File: src/rtl/lsu_mem_port.sv
// Load/store memory port: lane-aligns stores, runs a req/ack handshake with optional
// timeout, and returns extended or LWL/LWR-merged load data with a one-cycle done pulse.
module lsu_mem_port #(
  parameter int unsigned ACK_TIMEOUT = 255
) (
  input  logic        i_clk,
  input  logic        i_rst_n,
  input  logic        i_start,
  input  logic        i_is_store,
  input  logic [2:0]  i_sl_ctrl,
  input  logic [31:0] i_addr,
  input  logic [31:0] i_wdata,
  output logic        o_busy,
  output logic        o_done,
  output logic        o_err,
  output logic [31:0] o_rdata,
  output logic        o_mem_req,
  output logic        o_mem_we,
  output logic [3:0]  o_mem_be,
  output logic [31:0] o_mem_addr,
  output logic [31:0] o_mem_wdata,
  input  logic        i_mem_ack,
  input  logic [31:0] i_mem_rdata
);

  localparam logic [2:0] SlWord  = 3'b000;
  localparam logic [2:0] SlHalf  = 3'b001;
  localparam logic [2:0] SlByte  = 3'b010;
  localparam logic [2:0] SlHalfU = 3'b011;
  localparam logic [2:0] SlByteU = 3'b100;
  localparam logic [2:0] SlWordL = 3'b101;
  localparam logic [2:0] SlWordR = 3'b110;

  localparam int unsigned CW = (ACK_TIMEOUT > 1) ? $clog2(ACK_TIMEOUT) : 1;
  localparam logic [CW-1:0] CntLast = CW'(ACK_TIMEOUT - 1);

  typedef enum logic [1:0] {StIdle, StReq, StResp} state_t;

  state_t      r_state;
  logic [CW-1:0] r_cnt;
  logic        r_store;
  logic [2:0]  r_sl;
  logic [1:0]  r_n;
  logic [31:0] r_rt;
  logic        r_busy, r_done, r_err, r_mem_req, r_mem_we;
  logic [31:0] r_rdata, r_mem_addr, r_mem_wdata;
  logic [3:0]  r_mem_be;

  logic        w_bad;
  logic [3:0]  w_be;
  logic [31:0] w_wdata;
  logic [4:0]  w_sh, w_shl;
  logic [7:0]  w_byte;
  logic [15:0] w_half;
  logic [31:0] w_load;

  // Request-side decode from the live inputs, used only on the accepting edge.
  always_comb begin
    w_sh    = {i_addr[1:0], 3'b000};
    w_shl   = {~i_addr[1:0], 3'b000};
    w_be    = 4'b1111;
    w_wdata = i_wdata;
    w_bad   = 1'b0;
    unique case (i_sl_ctrl)
      SlWord: w_bad = (i_addr[1:0] != 2'b00);
      SlHalf, SlHalfU: begin
        w_bad   = i_addr[0];
        w_be    = 4'b0011 << i_addr[1:0];
        w_wdata = {2{i_wdata[15:0]}};
      end
      SlByte, SlByteU: begin
        w_be    = 4'b0001 << i_addr[1:0];
        w_wdata = {4{i_wdata[7:0]}};
      end
      SlWordL: begin
        w_be    = 4'b1111 >> ~i_addr[1:0];
        w_wdata = i_wdata >> w_shl;
      end
      SlWordR: begin
        w_be    = 4'b1111 << i_addr[1:0];
        w_wdata = i_wdata << w_sh;
      end
      default: w_bad = 1'b1;
    endcase
    if (!i_is_store) begin
      w_be    = 4'b1111;
      w_wdata = 32'h0;
    end
  end

  // Load-side extraction; r_rt holds the old rt value for the unaligned merges.
  always_comb begin
    w_byte = 8'(i_mem_rdata >> {r_n, 3'b000});
    w_half = r_n[1] ? i_mem_rdata[31:16] : i_mem_rdata[15:0];
    w_load = i_mem_rdata;
    case (r_sl)
      SlHalf:  w_load = {{16{w_half[15]}}, w_half};
      SlHalfU: w_load = {16'h0, w_half};
      SlByte:  w_load = {{24{w_byte[7]}}, w_byte};
      SlByteU: w_load = {24'h0, w_byte};
      SlWordL: begin
        case (r_n)
          2'd0:    w_load = {i_mem_rdata[7:0], r_rt[23:0]};
          2'd1:    w_load = {i_mem_rdata[15:0], r_rt[15:0]};
          2'd2:    w_load = {i_mem_rdata[23:0], r_rt[7:0]};
          default: w_load = i_mem_rdata;
        endcase
      end
      SlWordR: begin
        case (r_n)
          2'd0:    w_load = i_mem_rdata;
          2'd1:    w_load = {r_rt[31:24], i_mem_rdata[31:8]};
          2'd2:    w_load = {r_rt[31:16], i_mem_rdata[31:16]};
          default: w_load = {r_rt[31:8], i_mem_rdata[31:24]};
        endcase
      end
      default: w_load = i_mem_rdata;
    endcase
  end

  always_ff @(posedge i_clk or negedge i_rst_n) begin
    if (!i_rst_n) begin
      r_state     <= StIdle;
      r_cnt       <= '0;
      r_store     <= 1'b0;
      r_sl        <= 3'b000;
      r_n         <= 2'b00;
      r_rt        <= 32'h0;
      r_busy      <= 1'b0;
      r_done      <= 1'b0;
      r_err       <= 1'b0;
      r_rdata     <= 32'h0;
      r_mem_req   <= 1'b0;
      r_mem_we    <= 1'b0;
      r_mem_be    <= 4'b0000;
      r_mem_addr  <= 32'h0;
      r_mem_wdata <= 32'h0;
    end else begin
      case (r_state)
        StIdle: begin
          if (i_start) begin
            r_store <= i_is_store;
            r_sl    <= i_sl_ctrl;
            r_n     <= i_addr[1:0];
            r_rt    <= i_wdata;
            r_busy  <= 1'b1;
            if (w_bad) begin
              r_state <= StResp;
              r_done  <= 1'b1;
              r_err   <= 1'b1;
            end else begin
              r_state     <= StReq;
              r_cnt       <= '0;
              r_mem_req   <= 1'b1;
              r_mem_we    <= i_is_store;
              r_mem_be    <= w_be;
              r_mem_addr  <= {i_addr[31:2], 2'b00};
              r_mem_wdata <= w_wdata;
            end
          end
        end
        StReq: begin
          if (i_mem_ack) begin
            r_state   <= StResp;
            r_done    <= 1'b1;
            r_mem_req <= 1'b0;
            r_mem_we  <= 1'b0;
            if (!r_store) r_rdata <= w_load;
          end else if (ACK_TIMEOUT != 0 && r_cnt == CntLast) begin
            r_state   <= StResp;
            r_done    <= 1'b1;
            r_err     <= 1'b1;
            r_mem_req <= 1'b0;
            r_mem_we  <= 1'b0;
          end else begin
            r_cnt <= r_cnt + 1'b1;
          end
        end
        StResp: begin
          r_state <= StIdle;
          r_done  <= 1'b0;
          r_err   <= 1'b0;
          r_busy  <= 1'b0;
        end
        default: r_state <= StIdle;
      endcase
    end
  end

  assign o_busy      = r_busy;
  assign o_done      = r_done;
  assign o_err       = r_err;
  assign o_rdata     = r_rdata;
  assign o_mem_req   = r_mem_req;
  assign o_mem_we    = r_mem_we;
  assign o_mem_be    = r_mem_be;
  assign o_mem_addr  = r_mem_addr;
  assign o_mem_wdata = r_mem_wdata;

endmodule
File: config.mk
export PLATFORM = sky130hd
export DESIGN_NAME = lsu_mem_port
export DESIGN_NICKNAME = d
export VERILOG_FILES = /design/src/rtl/lsu_mem_port.sv
export SDC_FILE = /design/constraint.sdc
export NUM_CORES = 1
export LEC_CHECK = 0
export ABC_AREA = 1
export ABC_CLOCK_PERIOD_IN_PS = 2000
export CAP_MARGIN = 20
export CORE_MARGIN = 2
export CORE_UTILIZATION = 52
export DETAILED_ROUTE_END_ITERATION = 10
export PLACE_DENSITY = 0.81
export SLEW_MARGIN = 20
export SYNTH_ARGS = -nofsm -noshare
export SYNTH_HDL_FRONTEND = slang
export SYNTH_SLANG_ARGS = --single-unit
export TNS_END_PERCENT = 20
File: constraint.sdc
create_clock -name i_clk -period 2 [get_ports i_clk]
set_input_delay 0.2 -clock i_clk [delete_from_list [all_inputs] [get_ports i_clk]]
set_output_delay 0.2 -clock i_clk [all_outputs]
set_load 0.01 [all_outputs]
* Word-level counts from Yosys, hierarchy flattened
Index checks and enable logic that the tools add are counted.
** Storage, ports and cells
- Register bits :: 151
- Bits in latches :: 0
- Memory bits (writable) :: 0
- ROM bits :: 0
- Output and inout port bits :: 105
- Word-level logic and storage cells :: 105
- Memories :: 0
** Cells by class
- Add/subtract/negate cells :: 1
- $mul :: 0
- Div/mod/pow operators :: 0
- Magnitude comparators :: 0
- Equality and inequality tests :: 24
- Shifts and indexed selects :: 7
- Mux-type cells :: 36
- Bitwise gates (word level) :: 3
- Reduce and logical (&&, ||, !) cells :: 19
** Operators with widths (count)
- $pmux W32 S3 :: 2
- $pmux W32 S6 :: 1
- $pmux W32 S4 :: 1
- $mux W32 :: 1
- $mux W8 :: 4
- $shl A32 B5 Y32 :: 1
- $shr A32 B5 Y32 :: 1
- $shr A32 B5 Y8 :: 1
- $eq A3 B3 Y1 const B :: 6
- $mux W16 :: 1
- $pmux W4 S4 :: 1
- $pmux W8 S2 :: 1
- $eq A3 B2 Y1 const B :: 4
- $mux W1 :: 12
- $ne A2 B2 Y1 const B :: 6
- $reduce_and A5 Y1 :: 2
- $pmux W1 S3 :: 3
- $add A8 B1 Y8 const B :: 1
- $eq A8 B8 Y1 const B :: 1
- $mux W2 :: 4
- $reduce_and A4 Y1 :: 2
- $eq A3 B1 Y1 const B :: 2
- $pmux W1 S2 :: 3
- $reduce_and A2 Y1 :: 3
- other kinds (18) :: 26

* Longest topological paths before layout
Gate-level depths: netlist of the first run.
- Depth in word-level cells :: 6
- Depth in mapped cells :: 13
- Mapped depth without buffers :: 11

* Worst setup path after synthesis of the first run
No wires, ideal clock.
- Path kind :: register -> register
- Start :: register r_cnt[0]
- End :: register r_cnt[6]
- Library setup time :: 126 ps
- Arrival time :: 1363 ps
- Data required time :: 1874 ps
- Setup slack :: 511 ps
- Stages on the path, launching flop included :: 11
- Path buffers :: 1
- Clock period less this slack :: 1489 ps
- Cell sequence :: dfrtp_1 inv_1 ha_1 nand2_1 nor2_1 nand2_1 nand3b_1 nand2_1 buf_4 nand2_1 o21ai_0
** On the way
- Word-level cells in the longest chain between the ends :: 4
- Elaborated cells between the ends (all ways) :: 7
- Classes of those cells :: add/sub: 1; eq/ne: 2; mux: 3; reduce/logical: 1
** Ends and longest elaborated chain
- from (decl) :: RTL line 40 : logic [CW-1:0] r_cnt;
- from (signal assigned) :: RTL line 176 : r_cnt <= r_cnt + 1'b1;
- $add A8 B1 Y8 :: RTL line 176
- $mux W8 :: RTL line 169 : end else if (ACK_TIMEOUT != 0 && r_cnt == CntLast) begin
- $mux W8 :: RTL line 163 : if (i_mem_ack) begin
- $pmux W8 S2 :: RTL line 139 : case (r_state)
Several ways; a longest one is shown, not always the timed one. The select of a mux whose other input is x is not followed.
A chain may end at the register's enable or synchronous reset.

* Worst setup path in the final report of the first run
- Start :: register r_n[0]
- End :: register r_rdata[14], in the netlist o_rdata[14]
** On the way
- Word-level cells in the longest chain between the ends :: 3
- Elaborated cells between the ends (all ways) :: 7
- Classes of those cells :: eq/ne: 2; shift: 1; mux: 3; reduce/logical: 1
** Ends and longest elaborated chain
- from (decl) :: RTL line 43 : logic [1:0] r_n;
- from (signal assigned) :: RTL line 144 : r_n <= i_addr[1:0];
- parallel branches: the longest is 2 deep, another holds $shr A32 B5 Y8
- $pmux W32 S6 (*) :: RTL line 96 : case (r_sl)
- to (signal assigned) :: RTL line 168 : if (!r_store) r_rdata <= w_load;
- to (decl) :: RTL line 46 : logic [31:0] r_rdata, r_mem_addr, r_mem_wdata;
Mark *: on every way between the ends.

==> results_dict.tcl, run 1 <==
set metrics [dict create \
    p_leak_nw 6.76 \
    diodes 0 \
    p_per_area_nw_per_um2 1360 \
    wl_met2_um 16100 \
    slew_viol_final 0 \
    post-route-period-util_pct 88.6 \
    fillers 1574 \
    grt_max_degree 55 \
    postSynthAreaPerCell_um2 6.40 \
    ir_drop_mv 0.812 \
    clk_pin_slew_ps 70 \
    port_buffers 206 \
    grt_setup_unrepaired "no" \
    async_reset_ff_share_pct 100 \
    end_kind "register" \
    reg2reg_slack_ps 230 \
    finalWirelength_um 34700 \
    cts_tree "done" \
    drt-initial-drc-count 1341 \
    synthCells 1543 \
    row_count 50 \
    insertion_delay_ps 440 \
    syn_area_um2 9870 \
    fmax_mhz 564 \
    met3WireLength_um 3520 \
    hold_class "in -> async" \
    start_util_pct 52.9 \
    clock_path_buffers 2 \
    cts-buffers-inserted 17 \
    synth_seq_cells 151 \
    vias 11400 \
    cp.arrival_ps 2090 \
    nets 1873 \
    crit_buf_inv 2 \
    path_max_fanout 17 \
    final-seq-area_um2 3780 \
    h-tree-depth 4 \
    grt_pass1_vias 10700 \
    die_h_um 142 \
    ys_seq_area_share_pct 38.3 \
    crit_family "buffers and inverters" \
    final_cells 2014 \
    ant_nets 0 \
    crit_type "reg -> reg" \
    clock_skew_ps 9.83 \
    crit_path_max_incr_delay_ps 480 \
    gp_congestion 1.01 \
    synth-edff-count 0 \
    wl_met1_um 13600 \
    layout_min_cycle_time_ps 1770 \
    top_layer_used "met4" \
    io_pins 209 \
    postCtsSetupRepairBufs 0 \
    cts_root_buf "clkbuf_16" \
    hold_viol_final 0 \
    critical_path.cell_chain "inv_2, buf_4, nand3_1, nand2_1, nor2_1, nor2_1, nand2_1, o21ai_1, nand2_1" \
    cp_slowest_cell "dfrtp_2" \
    ys.flop_type "dfrtp_1" \
    reg2reg_depth 9 \
    start_kind "register" \
    grt_usage_pct 34.5 \
    placed_cells 1981 \
    fin_ws_ps 228 \
    grt_antenna_before_repair 0 \
    wl_per_cell_um 17.2 \
    synth_warnings 0 \
    r2r_end "o_rdata[14]" \
    pre_cts_ws_ps -24.5 \
    r2r_start "r_n[0]" \
    status "finished, final reports clean" \
    cp_data_required_time_ps 2320 \
    synth_cell_types 35 \
    setup_violations 0 \
    grt_pass1_wl_um 54800 \
    drt-pass1-iter-count 7 \
    drv_cap 0 \
    area_delta_synth_final_pct 33.8 \
    viasPerCell 5.66 \
    fp.coreArea_um2 18600 \
    dpl.hpwl_um 25400 \
    cp_common_cell "nand2_1" \
    clock_sinks 151 \
    multi_input_area_um2 5270 \
    tightest_slew_ps 544 \
    drcViolationCount 0 \
    startpoint "r_n[0]" \
    die_w_um 142 \
    die_area_um2 20100 \
    gr-total-overflow 0 \
    slew_headroom_pct 63.6 \
    drive_gt1_share_pct 8.93 \
]
[metrics by stage]
stage / area (µm²) / setup TNS [ps] / utilization (%) / total power [mW] / hold WS (ps)
2_1_floorplan: 9870 / 0 / - / 10.1 / -95.6
3_3_place_gp: 12600 / 0 / 67.5 / 14.4 / 125
3_5_place_dp: 12600 / -36.1 / 67.5 / 14.6 / 126
4_1_cts: 13200 / 0 / 70.8 / 17.9 / 244
5_1_grt: 13200 / 0 / 70.8 / 19.2 / 264
6_report: 13200 / 0 / 70.8 / 18.0 / 234
[power by group]
part | switching [mW] | total [mW] | internal, mW
clock network | 1.56 | 3.23 | 1.68
registers | 0.959 | 5.39 | 4.44
logic | 5.24 | 9.36 | 4.12
total | 7.76 | 18.0 | 10.2
[what timing repair did]
| item | CTS | global route |
|---|---|---|
| hold buffers | 1 | 0 |
| gates resized for setup | 0 | 4 |
| setup endpoints to repair | 0 | 20 |
| hold endpoints to repair | 36 | 0 |
[worst reg2reg max path: cells and delay by family, from the launching register on]
kind	cells	cell delay (ps)
compound gates	1	220
buf+inv	2	540
flops	1	480
simple gates	6	420
[Yosys cell counts (7+ instances only)]
cell type  number  area share, %
o21ai_0       134            6.8
nand3b_1        8           0.61
dfrtp_1       151             38
nand3_1       138            7.0
o21ai_1         9           0.46
clkbuf_1       32            1.2
or2_2           9           0.57
inv_1         100            3.8
buf_2          44            2.2
nand2_1       648             25
inv_2          13           0.49
a21oi_1        65            3.3
nand4_1         8           0.51
nor2_1        108            4.1
o211ai_1       17            1.3
o21bai_1       14            1.1
buf_4           7           0.53
[worst max-delay path by stage]
stage / to / slack (ps) / depth (start not counted)
3_3_place_gp: r_cnt[1] / 60 / 9
6_report: o_rdata[14] / 230 / 9
3_5_place_dp: r_cnt[6] / -20 / 9
4_1_cts: o_rdata[23] / 70 / 8
5_1_grt: o_rdata[8] / 50 / 10
2_1_floorplan: r_cnt[6] / 510 / 10
[placed cells by master (no fill, tap or decap), drive strengths merged]
master           n
a21oi           65
a22oi            4
and2             1
and3             1
buf             85
clkbuf          17
clkdlybuf4s50  205
clkinv           6
clkinvlp         3
conb             2
dfrtp          151
dlygate4sd3      1
ha               2
inv            119
nand2          652
nand3          143
nand3b           8
nand4            8
nor2           115
nor3             2
o211ai          17
o21a             1
o21ai          144
o21bai          14
or2              9
xnor2            1
xor2             4
[layout make-up]
type                       instances  area share [%]
clock inverter                    15            1.31
sequential                       151            28.6
timing repair buffer             291            21.5
inverter                         113            3.21
tap                              234            2.22
multi-input combinational       1193            39.9
clock buffer                      17            3.22
[per-layer routing]
metal / vias to the layer above / GRT usage (%)
met5: - / 0
met4: 0 / 15.2
met3: 127 / 7.19
met2: 697 / 56.6
met1: 5205 / 44.2
li1: 5367 / -
[state kept, by name (all words and copies together), names as in the netlist]
register and count:
o_busy 1, r_sl 3, o_mem_be 4, o_done 1
r_n 2, o_mem_req 1, o_rdata 32, o_err 1
r_state 2, r_store 1, o_mem_wdata 32, o_mem_we 1
r_cnt 8, r_rt 32, o_mem_addr 30
[logic make-up (layout without fill, tap and decap cells)]
family | count (synthesis) | count (layout) | share of synthesized area [%]
other cells | 1 | 2 | 0.0380
fa+ha+maj | 2 | 2 | 0.254
flops | 151 | 151 | 38.3
xor+xnor | 5 | 5 | 0.444
buf+inv | 200 | 436 | 8.44
compound gates | 245 | 245 | 13.4
simple gates | 939 | 939 | 39.2
Power figures use the tool's default switching activity.
==> run 2: changes to the inputs <==
CORE_UTILIZATION = 40   (was 52)
CTS_CLUSTER_DIAMETER = 100   (was not set)
PLACE_DENSITY = 0.65   (was 0.81)
==> run 2 against run 1 <==
  * Fmax fell by 4.0%
  * Critical path depth rose by 2
  * Worst hold slack improved by 29 ps
  * Routed wire length rose by 3.7%
  * Global-route usage fell by 6.9 points
  * Critical endpoint is now o_rdata[31]
  * Largest power group unchanged
  * Highest routed layer unchanged
==> results_dict.tcl, run 2 (synthesis results as in run 1) <==
set metrics [dict create \
    status "finished, final reports clean" \
    nets 1877 \
    fmax_mhz 542 \
    fin_hold_ws_ps 263 \
    crit_family "simple AND/OR/NAND/NOR gates" \
    setup_violations 0 \
    fp.coreArea_um2 24200 \
    reg2reg_depth 11 \
    io_pins 209 \
    drcViolationCount 0 \
    start_kind "register" \
    die_h_um 161 \
    ant_nets 0 \
    cp_data_required_time_ps 2320 \
    finalWirelength_um 36000 \
    crit_type "reg -> reg" \
    die_area_um2 25900 \
    insertion_delay_ps 440 \
    cp.depth 11 \
    viasPerCell 5.17 \
    cts_root_buf "clkbuf_16" \
    clock_skew_ps 15.1 \
    grt_antenna_before_repair 0 \
    cts-buffers-inserted 17 \
    p_leak_nw 6.81 \
    p_per_area_nw_per_um2 1360 \
    final_common_cell "nand2_1" \
    area_delta_synth_final_pct 35.7 \
    grt_pass1_wl_um 56600 \
    path_max_fanout 21 \
    fillers 2418 \
    end_kind "register" \
    mostFrequentLayoutCells "647 x nand2_1, 204 x clkdlybuf4s50_1, 149 x dfrtp_1, 138 x nand3_1, 134 x o21ai_0" \
    start_util_pct 40.7 \
    cp.arrival_ps 2170 \
    dpl.hpwl_um 26900 \
    gp_congestion 0.958 \
    vias 10900 \
    ir_drop_mv 0.755 \
    drv_cap 0 \
    row_count 57 \
    clock_path_buffers 2 \
    drt-pass1-iter-count 7 \
    crit_buf_inv 2 \
    fin_ws_ps 154 \
    post-route-period-util_pct 92.3 \
    critical_path.cell_chain "buf_4, nor2_1, buf_4, nand2_1, nand2_1, nor2_1, nor2_1, nor2_1, nand2_1, nand2_1, nand2_1" \
    drt-initial-drc-count 1041 \
    cp_common_cell "nand2_1" \
    grt_max_degree 59 \
    h-tree-depth 4 \
    cts_tree "done" \
    hold_viol_final 0 \
    gr-total-overflow 0 \
    clk_pin_slew_ps 70 \
    die_w_um 161 \
    hold_class "in -> async" \
    drive_gt1_share_pct 9.14 \
    crit_path_max_incr_delay_ps 510 \
    grt_usage_pct 27.6 \
    grt_pass1_vias 10400 \
    final-seq-area_um2 3780 \
    cp_slowest_cell "dfrtp_2" \
    layout_min_cycle_time_ps 1850 \
    diodes 0 \
    slew_viol_final 0 \
    pre_cts_ws_ps -82.6 \
    multi_input_area_um2 5270 \
    wl_per_cell_um 17.1 \
    postCtsSetupRepairBufs 0 \
    grt_setup_unrepaired "no" \
    clock_sinks 151 \
    port_buffers 206 \
]
-- run 2: changes by cell type in the layout (fill, tap and decap cells not counted) --
cell / previous run / this run
clkinv_8: 5 / 1
buf_12: 11 / 14
clkinvlp_4: 3 / 0
bufinv_16: 0 / 2
inv_8: 3 / 5
buf_2: 0 / 1
buf_4: 73 / 74
clkbuf_1: 0 / 1
clkdlybuf4s50_1: 205 / 204
clkinv_2: 0 / 1
clkinv_4: 1 / 2
-- run 2: final timing paths --
| check | slack [ps] | endpoint | startpoint |
|---|---|---|---|
| setup / recovery | 150 | o_rdata[31] | r_n[1] |
| hold / removal | 260 | o_rdata[25] | i_rst_n |
| setup reg to reg | 150 | o_rdata[31] | r_n[1] |
| hold reg to reg | 480 | o_rdata[4] | o_rdata[4] |
| max in group asynchronous | 1010 | r_n[1] | i_rst_n |
| min in group i_clk | 290 | o_mem_addr[12] | i_addr[12] |
-- run 2: cell type report --
class | instances | share of cell area [%]
multi-input cells | 1193 | 39.3
flip-flops and latches | 151 | 28.2
repair buffers | 295 | 21.7
clock buffers | 18 | 3.20
inverters | 113 | 3.17
well taps | 324 | 3.03
clock inverters | 14 | 1.35
-- run 2: repair_timing --
action,CTS,global route
gates resized for setup,0,4
hold buffers,1,0
endpoints found under the setup margin,0,19
endpoints found under the hold margin,43,0
-- run 2: layer usage --
| layer | global-route usage [%] | vias to the layer above | routed length, µm | part of all wire (%) |
|---|---|---|---|---|
| li1 | - | 5388 | - | - |
| met1 | 37.5 | 4960 | 15500 | 43 |
| met2 | 44.0 | 482 | 16300 | 45 |
| met3 | 5.91 | 63 | 3110 | 8.6 |
| met4 | 9.42 | 0 | 1100 | 3.1 |
| met5 | 0 | - | 0 | 0 |
-- run 2: report_power, final --
| part | total [mW] | internal, mW | switching (mW) |
|---|---|---|---|
| clock | 3.41 | 1.91 | 1.50 |
| combinational | 9.48 | 4.18 | 5.29 |
| sequential | 5.38 | 4.44 | 0.940 |
-- run 2: through the flow --
step	setup TNS (ps)	power, mW	instance area [µm²]	utilization, %	std cells
6_report	0	18.3	13400	55.2	2108
5_1_grt	0	19.6	13400	55.2	2108
4_1_cts	0	18.3	13400	55.2	2108
3_5_place_dp	-437	14.8	12800	52.6	2075
3_3_place_gp	-129	14.7	12800	52.6	2075
2_1_floorplan	0	10.1	9870	-	1544
==> run 3: changes to the inputs <==
ABC_AREA = 0   (was 1)
CORE_ASPECT_RATIO = 1.4   (was not set)
PLACE_DENSITY = 0.66   (was 0.65)
==> run 3 against run 2 <==
  * Utilization rose by 2.6 points
  * Sequential power rose by 4%
  * Power rose by 0.27%
  * Combinational power fell by 2.8%
  * Setup slack improved by 1.8 ps
  * Synthesized cell count fell by 32%
  * First-iteration DRC count fell by 51%
  * Largest cell class unchanged
  * Highest routed layer unchanged
==> results_dict.tcl, run 3 <==
set metrics [dict create \
    viasPerCell 5.58 \
    synthMostInstantiatedCell "nand2_1" \
    start_kind "register" \
    diodes 0 \
    clk_pin_slew_ps 60 \
    final_common_cell "clkdlybuf4s50_1" \
    clock_skew_ps 9.20 \
    cts-buffers-inserted 17 \
    setup_violations 0 \
    die_w_um 134 \
    gr-total-overflow 0 \
    port_buffers 206 \
    drive_gt1_share_pct 19.0 \
    grt_antenna_before_repair 0 \
    synth_warnings 0 \
    cts_tree "done" \
    crit_type "reg -> reg" \
    hold_viol_final 0 \
    synth_commonest_cells "180 x nand2_1, 151 x dfrtp_1, 95 x o21ai_0" \
    grt_setup_unrepaired "no" \
    ys.flop_type "dfrtp_1" \
    drcViolationCount 0 \
    grt_pass1_vias 9183 \
    slew_headroom_pct 57.7 \
    start_util_pct 40.9 \
    p_per_area_nw_per_um2 1360 \
    cp.arrival_ps 2160 \
    insertion_delay_ps 440 \
    drv_cap 0 \
    drt-initial-drc-count 511 \
    status "finished, final reports clean" \
    layout_min_cycle_time_ps 1840 \
    synth-edff-count 0 \
    die_area_um2 25100 \
    critical_path.cell_chain "buf_12, mux2_2, mux2i_1, o221ai_1, a21oi_1, o21ai_0" \
    die_h_um 187 \
    row_count 66 \
    synthCells 1042 \
    io_pins 209 \
    grt_max_degree 53 \
    pre_cts_ws_ps -265 \
    stdcell_area_um2 13500 \
    crit_end "o_rdata[4]" \
    postSynthAreaPerCell_um2 9.14 \
    r2r_end "o_rdata[4]" \
    ant_nets 0 \
    yosys.area.top_type "dfrtp_1" \
    reg2reg_depth 6 \
    startpoint "r_n[0]" \
    reg2reg_slack_ps 160 \
    slew_viol_final 0 \
    area_delta_synth_final_pct 41.4 \
    ys_seq_area_share_pct 39.7 \
    hold_class "in -> async" \
    fp.coreArea_um2 23300 \
    finalWirelength_um 31700 \
    grt-busiest-layer "met2" \
    gp_congestion 0.951 \
    ys_top_cells_by_area "dfrtp_1 40%, mux2i_1 9.6%, nand2_1 7.1%" \
    syn_area_um2 9520 \
    synth_top_area_share_pct 39.7 \
    synth_cell_types 67 \
    mostFrequentLayoutCells "204 x clkdlybuf4s50_1, 179 x nand2_1, 149 x dfrtp_1, 124 x buf_4, 95 x o21ai_0" \
    cts_root_buf "clkbuf_16" \
    r2r_start "r_n[0]" \
    cp_data_required_time_ps 2310 \
    fin_ws_ps 156 \
    nets 1431 \
    wl_per_cell_um 19.3 \
    ir_drop_mv 0.897 \
    synth_seq_cells 151 \
    crit_path_max_incr_delay_ps 470 \
    async_reset_ff_share_pct 100 \
    grtUsageMet2_pct 41.0 \
    cp_slowest_cell "dfrtp_2" \
    h-tree-depth 4 \
    place_area_um2 12800 \
    p_leak_nw 5.76 \
    fmax_mhz 542 \
    met1_usage_pct 33.4 \
    grt_usage_pct 25.5 \
    clock_path_buffers 2 \
    drt-pass1-iter-count 7 \
    dpl.hpwl_um 24000 \
    clock_sinks 151 \
    grt_pass1_wl_um 50300 \
    path_max_fanout 28 \
    end_kind "register" \
    post-route-period-util_pct 92.2 \
    tightest_slew_ps 632 \
    postCtsSetupRepairBufs 0 \
    vias 9172 \
    use_met3_pct 4.97 \
]
[run 3: cell count changes in the layout (fill, tap and decap cells not counted), sizes merged, moves of 24 or more]
cell,previous run,this run
o22ai,0,28
nor3,2,27
buf,90,142
o21ai,144,96
mux2i,0,91
mux2,0,51
nand2,652,181
inv,121,19
nor2,115,65
nand3,143,8
a211oi,0,24
[run 3: logic make-up (layout without fill, tap and decap cells)]
group                      Yosys count  count (layout)  synth area share [%]
DFF                                151             151                  39.7
and+or+nand+nor                    334             334                  15.4
xor gates and xnor gates             7               7                 0.644
adders and majority gates           10              10                  1.10
AOI/OAI and AO/OA                  282             282                  19.3
muxes                              156             156                  19.0
other                                1               2                0.0394
buffers and inverters              101             396                  4.97
[run 3: worst min-delay path by stage]
stage | depth (start not counted) | startpoint | endpoint | slack, ps
finish | 2 | i_rst_n | o_mem_addr[21] | 200
global route | 2 | i_rst_n | o_mem_addr[21] | 200
CTS | 2 | i_rst_n | o_mem_addr[21] | 180
detailed placement | 1 | i_rst_n | o_mem_addr[21] | 80
global placement | 1 | i_rst_n | o_mem_addr[21] | 80
floorplan | 0 | i_rst_n | o_busy | -100
[run 3: power breakdown]
part / switching, mW / internal [mW]
Clock: 1.38 / 2.14
Sequential: 1.05 / 4.52
Combinational: 4.35 / 4.86
[run 3: routing by layer]
metal	wire [µm]	part of all wire [%]	vias up
li1	-	-	4376
met1	13600	43	4414
met5	0	0	-
met4	1110	3.5	0
met2	15300	48	309
met3	1650	5.2	73
[run 3: timing repair]
action,in CTS,in global routing
hold buffers,1,0
resized for setup,0,0
hold endpoints to repair,125,0
[run 3: worst max-delay path, delay by kind of cell, from the launching register on]
family,cells,cell delay [ps]
DFF,1,470
muxes,2,590
AOI/OAI and AO/OA,3,420
buffers and inverters,1,230
[run 3: cell type report]
class / count / area [µm²]
sequential: 151 / 3780
fill: 2102 / 9830
multi-input combinational: 791 / 5280
tap: 306 / 383
inverter: 17 / 63.8
clock buffer: 19 / 443
clock inverter: 13 / 195
timing repair buffer: 347 / 3320
[run 3: per-stage QoR]
stage / utilization, % / instances / hold WS [ps] / setup TNS, ps / total power, mW
after floorplan: - / 1043 / -95.6 / 0 / 10.5
after global placement: 55.0 / 1611 / 81.4 / -2770 / 14.7
after detailed placement: 55.0 / 1611 / 84.3 / -3640 / 14.8
after CTS: 57.8 / 1644 / 183 / 0 / 18.4
after global routing: 57.8 / 1644 / 198 / 0 / 19.5
final: 57.8 / 1644 / 197 / 0 / 18.3
